$ cat config.mk
export PLATFORM = sky130hd
export DESIGN_NAME = reset_sequencer
export DESIGN_NICKNAME = d
export VERILOG_FILES = /design/src/rtl/reset_seq_pkg.sv /design/src/rtl/reset_seq_timer.sv /design/src/rtl/reset_sequencer.sv
export SDC_FILE = /design/constraint.sdc
export NUM_CORES = 1
export LEC_CHECK = 0
export CAP_MARGIN = 10
export CORE_MARGIN = 3
export CORE_UTILIZATION = 52
export CTS_BUF_LIST = sky130_fd_sc_hd__clkbuf_16
export CTS_CLUSTER_DIAMETER = 200
export DETAILED_ROUTE_END_ITERATION = 6
export PLACE_DENSITY = 0.74
export SETUP_SLACK_MARGIN = 0.02
export SYNTH_ARGS = -nofsm -noshare
export SYNTH_HDL_FRONTEND = slang
export SYNTH_SLANG_ARGS = --single-unit
$ cat constraint.sdc
create_clock -name clock -period 3.6 [get_ports clock]
set_clock_uncertainty 0.1 [all_clocks]
set_input_delay 0.36 -clock clock [delete_from_list [all_inputs] [get_ports clock]]
set_output_delay 0.36 -clock clock [all_outputs]
set_load 0.005 [all_outputs]
$ cat src/rtl/reset_seq_pkg.sv
// Shared types and defaults for the staged reset sequencer.
package reset_seq_pkg;

    typedef enum logic [2:0] {
        HOLD     = 3'd0,
        WAIT_ACK = 3'd1,
        GAP      = 3'd2,
        DONE     = 3'd3,
        FAULT    = 3'd4
    } seq_state_e;

    localparam int DEF_STAGE_DELAY = 1000;
    localparam int DEF_ACK_TIMEOUT = 100000;
    localparam int DEF_CNT_W       = 20;

    // Width of a stage index; a single-stage build still needs one bit.
    function automatic int idx_width(input int n);
        return (n > 1) ? $clog2(n) : 1;
    endfunction

endpackage

$ cat src/rtl/reset_seq_timer.sv
// Up-counter shared by HOLD, GAP and WAIT_ACK: synchronous clear, enable and a
// terminal flag raised while the count equals the selected limit.
module reset_seq_timer #(
    parameter int CNT_W = 20
) (
    input  logic             clock,
    input  logic             reset,
    input  logic             clr,
    input  logic             en,
    input  logic [CNT_W-1:0] limit,
    output logic             at_limit
);

    logic [CNT_W-1:0] count_r;

    // Count register; clear wins over enable so every state change restarts at zero.
    always_ff @(posedge clock) begin
        if (reset) begin
            count_r <= {CNT_W{1'b0}};
        end else if (clr) begin
            count_r <= {CNT_W{1'b0}};
        end else if (en) begin
            count_r <= count_r + CNT_W'(1);
        end else begin
            count_r <= count_r;
        end
    end

    assign at_limit = (count_r == limit);

endmodule

$ cat src/rtl/reset_sequencer.sv
// Releases per-subsystem resets one stage at a time, each gated on the previous ack.
// Optional ack timeout / FAULT handling is enabled with `define RESET_SEQ_TIMEOUT_EN.
module reset_sequencer
    import reset_seq_pkg::*;
#(
    parameter int NUM_STAGES  = 4,
    parameter int STAGE_DELAY = DEF_STAGE_DELAY,
    parameter int ACK_TIMEOUT = DEF_ACK_TIMEOUT,
    parameter int CNT_W       = DEF_CNT_W,
    localparam int IDX_W      = idx_width(NUM_STAGES)
) (
    input  logic                  clock,
    input  logic                  reset,
    input  logic                  sw_reset_req,
    input  logic [NUM_STAGES-1:0] stage_ack,
    output logic [NUM_STAGES-1:0] stage_reset,
    output logic                  seq_busy,
    output logic                  seq_done,
    output logic                  timeout_err,
    output logic [IDX_W-1:0]      err_stage
);

    localparam logic [CNT_W-1:0] DELAY_LIM = CNT_W'(STAGE_DELAY - 1);
    localparam logic [CNT_W-1:0] ACK_LIM   = CNT_W'(ACK_TIMEOUT - 1);
    localparam logic [IDX_W-1:0] LAST_IDX  = IDX_W'(NUM_STAGES - 1);
`ifdef RESET_SEQ_TIMEOUT_EN
    localparam logic TIMEOUT_ON = 1'b1;
`else
    localparam logic TIMEOUT_ON = 1'b0;
`endif

    seq_state_e            state_r;
    seq_state_e            state_s;
    logic [IDX_W-1:0]      k_r;
    logic [IDX_W-1:0]      k_s;
    logic [NUM_STAGES-1:0] stage_reset_r;
    logic [NUM_STAGES-1:0] stage_reset_s;
    logic                  busy_r;
    logic                  busy_s;
    logic                  done_r;
    logic                  done_s;
    logic                  terr_r;
    logic                  terr_s;
    logic [IDX_W-1:0]      estg_r;
    logic [IDX_W-1:0]      estg_s;
    logic                  tmr_clr_s;
    logic                  tmr_en_s;
    logic [CNT_W-1:0]      tmr_lim_s;
    logic                  tmr_tc_s;
    logic                  ack_k_s;

    assign ack_k_s   = stage_ack[k_r];
    assign tmr_lim_s = (state_r == WAIT_ACK) ? ACK_LIM : DELAY_LIM;
    assign tmr_clr_s = sw_reset_req || (state_s != state_r);

    reset_seq_timer #(
        .CNT_W (CNT_W)
    ) u_timer (
        .clock    (clock),
        .reset    (reset),
        .clr      (tmr_clr_s),
        .en       (tmr_en_s),
        .limit    (tmr_lim_s),
        .at_limit (tmr_tc_s)
    );

    // Next-state and next-output logic; a software restart overrides the whole FSM.
    always_comb begin
        state_s       = state_r;
        k_s           = k_r;
        stage_reset_s = stage_reset_r;
        busy_s        = busy_r;
        done_s        = done_r;
        terr_s        = terr_r;
        estg_s        = estg_r;
        tmr_en_s      = 1'b0;
        if (sw_reset_req) begin
            state_s       = HOLD;
            k_s           = {IDX_W{1'b0}};
            stage_reset_s = {NUM_STAGES{1'b1}};
            busy_s        = 1'b1;
            done_s        = 1'b0;
            terr_s        = 1'b0;
            estg_s        = {IDX_W{1'b0}};
        end else begin
            case (state_r)
                HOLD, GAP: begin
                    tmr_en_s = 1'b1;
                    if (tmr_tc_s) begin
                        stage_reset_s[k_r] = 1'b0;
                        state_s            = WAIT_ACK;
                    end else begin
                        state_s = state_r;
                    end
                end
                WAIT_ACK: begin
                    // Without the timeout the timer idles here, so it can never wrap.
                    tmr_en_s = TIMEOUT_ON;
                    if (ack_k_s) begin
                        if (k_r == LAST_IDX) begin
                            state_s = DONE;
                            busy_s  = 1'b0;
                            done_s  = 1'b1;
                        end else begin
                            state_s = GAP;
                            k_s     = k_r + IDX_W'(1);
                        end
`ifdef RESET_SEQ_TIMEOUT_EN
                    end else if (tmr_tc_s) begin
                        state_s            = FAULT;
                        stage_reset_s[k_r] = 1'b1;
                        busy_s             = 1'b0;
                        terr_s             = 1'b1;
                        estg_s             = k_r;
`endif
                    end else begin
                        state_s = state_r;
                    end
                end
                DONE: begin
                    stage_reset_s = {NUM_STAGES{1'b0}};
                end
                FAULT: begin
                    state_s = FAULT;
                end
                default: begin
                    // Unreachable encoding: fall back to a full restart.
                    state_s       = HOLD;
                    k_s           = {IDX_W{1'b0}};
                    stage_reset_s = {NUM_STAGES{1'b1}};
                    busy_s        = 1'b1;
                    done_s        = 1'b0;
                    terr_s        = 1'b0;
                    estg_s        = {IDX_W{1'b0}};
                end
            endcase
        end
    end

    // State, stage index and output registers.
    always_ff @(posedge clock) begin
        if (reset) begin
            state_r       <= HOLD;
            k_r           <= {IDX_W{1'b0}};
            stage_reset_r <= {NUM_STAGES{1'b1}};
            busy_r        <= 1'b1;
            done_r        <= 1'b0;
            terr_r        <= 1'b0;
            estg_r        <= {IDX_W{1'b0}};
        end else begin
            state_r       <= state_s;
            k_r           <= k_s;
            stage_reset_r <= stage_reset_s;
            busy_r        <= busy_s;
            done_r        <= done_s;
            terr_r        <= terr_s;
            estg_r        <= estg_s;
        end
    end

    assign stage_reset = stage_reset_r;
    assign seq_busy    = busy_r;
    assign seq_done    = done_r;
    assign timeout_err = terr_r;
    assign err_stage   = estg_r;

endmodule

==> impl_metrics.yaml <==
outcome:
  status: "finished, final reports clean"
die:
  core_um2: 2880
  die_width_um: 62.1
  std_cell_rows: 19
  start_util_pct: 57.0
  fp.dieH_um: 62.1
  io_pins: 16
  dieArea_um2: 3860
clock_network:
  root_buffer: "clkbuf_16"
  cts_sinks: 31
  holdBufCountCts: 0
  max-clock-path-buffers: 2
  post_cts_resized: 0
  post_cts_buffers: 0
  h-tree-depth: 2
  cts_buffers: 5
  path_clk_slew_ns: 0.05
  clock_latency_ns: 0.27
  cts_tree: "done"
detailed_routing:
  vias: 1328
  wl_per_cell_um: 13.7
  drc: 0
  drtAntennaViolNets: 0
  wirelength_um: 3240
  viasPerCell: 5.63
  drt-initial-drc-count: 60
  dr.pass1.iters: 4
setup_path:
  r2r-start: "u_timer.count_r[10]"
  critical_path_arrival_ns: 2.16
  critPathRequiredTime_ns: 3.64
  worstSetupStartpointType: "flop"
  r2r_cells: 5
  r2r-end: "u_timer.count_r[17]"
  cp_max_fo: 12
  rrSetupSlack_ns: 1.48
  cp-end-kind: "flop"
  criticalPathCategory: "flop to flop"
global_route:
  grt.overflow.total: 0
  antenna_found_initial: 0
  grt_pass1_wl_um: 5890
  grt_pass1_vias: 1270
  grt_max_degree: 18
  track_usage_pct: 18.7
timing:
  tns_ns: 0
  tightest_slew_ns: 0.669
  finalSetupViolCount: 0
  layout_setup_ws_ns: 1.48
  relSlewSlack_pct: 55.4
  min_period_ns: 2.12
  drv_slew: 0
  rsz0062_at_grt: "no"
  period_share_pct: 58.9
  max_freq_mhz: 472
  hold_violations: 0
final_layout:
  areaGrowthSynthToFinish_pct: 16.3
  diodes: 0
  layout_commonest_cell: "dfxtp_1"
  drive_gt1_share_pct: 9.79
  regArea_um2: 621
  num-fill-cells: 250
  final_util_pct: 66.3
  multi_input_area_um2: 968
  finalNetCount: 206
  final_area_um2: 1910
  most-common-layout-cells: "dfxtp_1, nor2_1, nand3_1, xor2_1, clkdlybuf4s50_1"
place:
  hpwl_um: 2410
  dpl_cell_area_um2: 1770
  io_buffer_count: 12
  dp_slack_ns: 1.29
  place_congestion: 0.788
min_path:
  hold_end: "stage_reset[1]"
  hold_depth: 2
  hold_start: "stage_reset[1]"
  hp-class: "flop to flop"
synth:
  synth_area_per_cell_um2: 9.06
  synth_warnings: 0
  synth.yosys.seq_area_share_pct: 37.9
  ys_ff_latch: 31
  dominantRegCellSynth: "dfxtp_1"
  syn_area_um2: 1640
  synth_cell_types: 43
  netlist_instances: 181
  synthArstFlopShare_pct: 0
  synth_edf_count: 0
run:
  cap_violations: 0
power:
  p_per_area_nw_per_um2: 392
  p_leak_nw: 0.662
  power_w: 0.000748
  ir_worst_vdd_v: 0.000318
==> stage by stage <==
step / hold WS (ns) / instances
after floorplan: 0.367 / 183
after detailed placement: 0.391 / 229
after global placement: 0.381 / 229
after global routing: 0.444 / 236
final: 0.394 / 236
after CTS: 0.399 / 236
==> critical path, cell delays in order, from the launching register on <==
cell and delay, ns:
dfxtp_1 0.35, or4b_4 0.59, nor3_2 0.22, nand2_2 0.15
o21ai_2 0.46, nor2_1 0.11
==> per-layer routing <==
| layer | wire, um | up-vias | global-route usage (%) |
|---|---|---|---|
| met2 | 1460 | 29 | 27.0 |
| met5 | 0 | - | 0 |
| li1 | - | 666 | - |
| met1 | 1650 | 629 | 26.5 |
| met4 | 21 | 0 | 6.35 |
| met3 | 111 | 4 | 5.59 |
==> worst max-delay path by stage <==
stage | from | to | slack, ns | cells after the start
final | u_timer.count_r[10] | u_timer.count_r[17] | 1.48 | 5
after global routing | u_timer.count_r[1] | u_timer.count_r[17] | 1.35 | 6
after CTS | u_timer.count_r[10] | u_timer.count_r[17] | 1.47 | 5
after detailed placement | sw_reset_req | u_timer.count_r[15] | 1.29 | 6
after global placement | sw_reset_req | u_timer.count_r[14] | 1.36 | 6
after floorplan | u_timer.count_r[10] | u_timer.count_r[0] | 1.79 | 5
==> cell families (layout without fill, tap and decap cells) <==
family | after synthesis | in the layout | share of synthesized area, %
buffers and inverters | 11 | 22 | 3.51
muxes | 5 | 5 | 3.82
DFF | 31 | 31 | 37.9
and+or+nand+nor | 89 | 89 | 30.6
other | 1 | 3 | 0.229
AOI/OAI and AO/OA | 20 | 20 | 10.0
adders and majority gates | 5 | 5 | 3.82
xor gates and xnor gates | 19 | 19 | 10.2
==> synthesized netlist by cell type, types with 2 or more instances <==
master	instances	share of area [%]
a21oi_1	3	0.92
and3_1	4	1.5
and4_1	5	2.7
buf_4	4	1.8
clkbuf_1	3	0.69
dfxtp_1	31	38
ha_1	5	3.8
inv_1	3	0.69
mux2i_1	4	2.4
nand2_1	11	2.5
nand3_1	15	4.6
nand4_1	5	1.9
nor2_1	30	6.9
nor3_1	2	0.61
nor3b_1	2	0.92
nor4_4	2	2.6
o21ai_0	4	1.2
o22ai_1	5	1.9
or2_2	2	0.76
xnor2_1	6	3.2
xor2_1	13	6.9
==> flip-flops by register name, summed over array words and instances, names as in the netlist <==
| signal | flops |
|---|---|
| k_r | 2 |
| seq_done | 1 |
| u_timer.count_r | 20 |
| stage_reset | 4 |
| state_r | 3 |
| seq_busy | 1 |
==> cell type report <==
cell class	instances	area share (%)
clock buffers	5	6.56
clock inverters	2	0.459
inverters	3	0.591
multi-input cells	141	50.8
flip-flops and latches	31	32.5
well taps	42	2.76
repair buffers	12	6.30
==> power by group <==
group / total, W / internal [W] / switching (W)
registers: 0.000346 / 0.000345 / 0.000000887
logic: 0.0000226 / 0.0000104 / 0.0000123
clock network: 0.000380 / 0.000247 / 0.000133
Power figures use the tool's default switching activity.
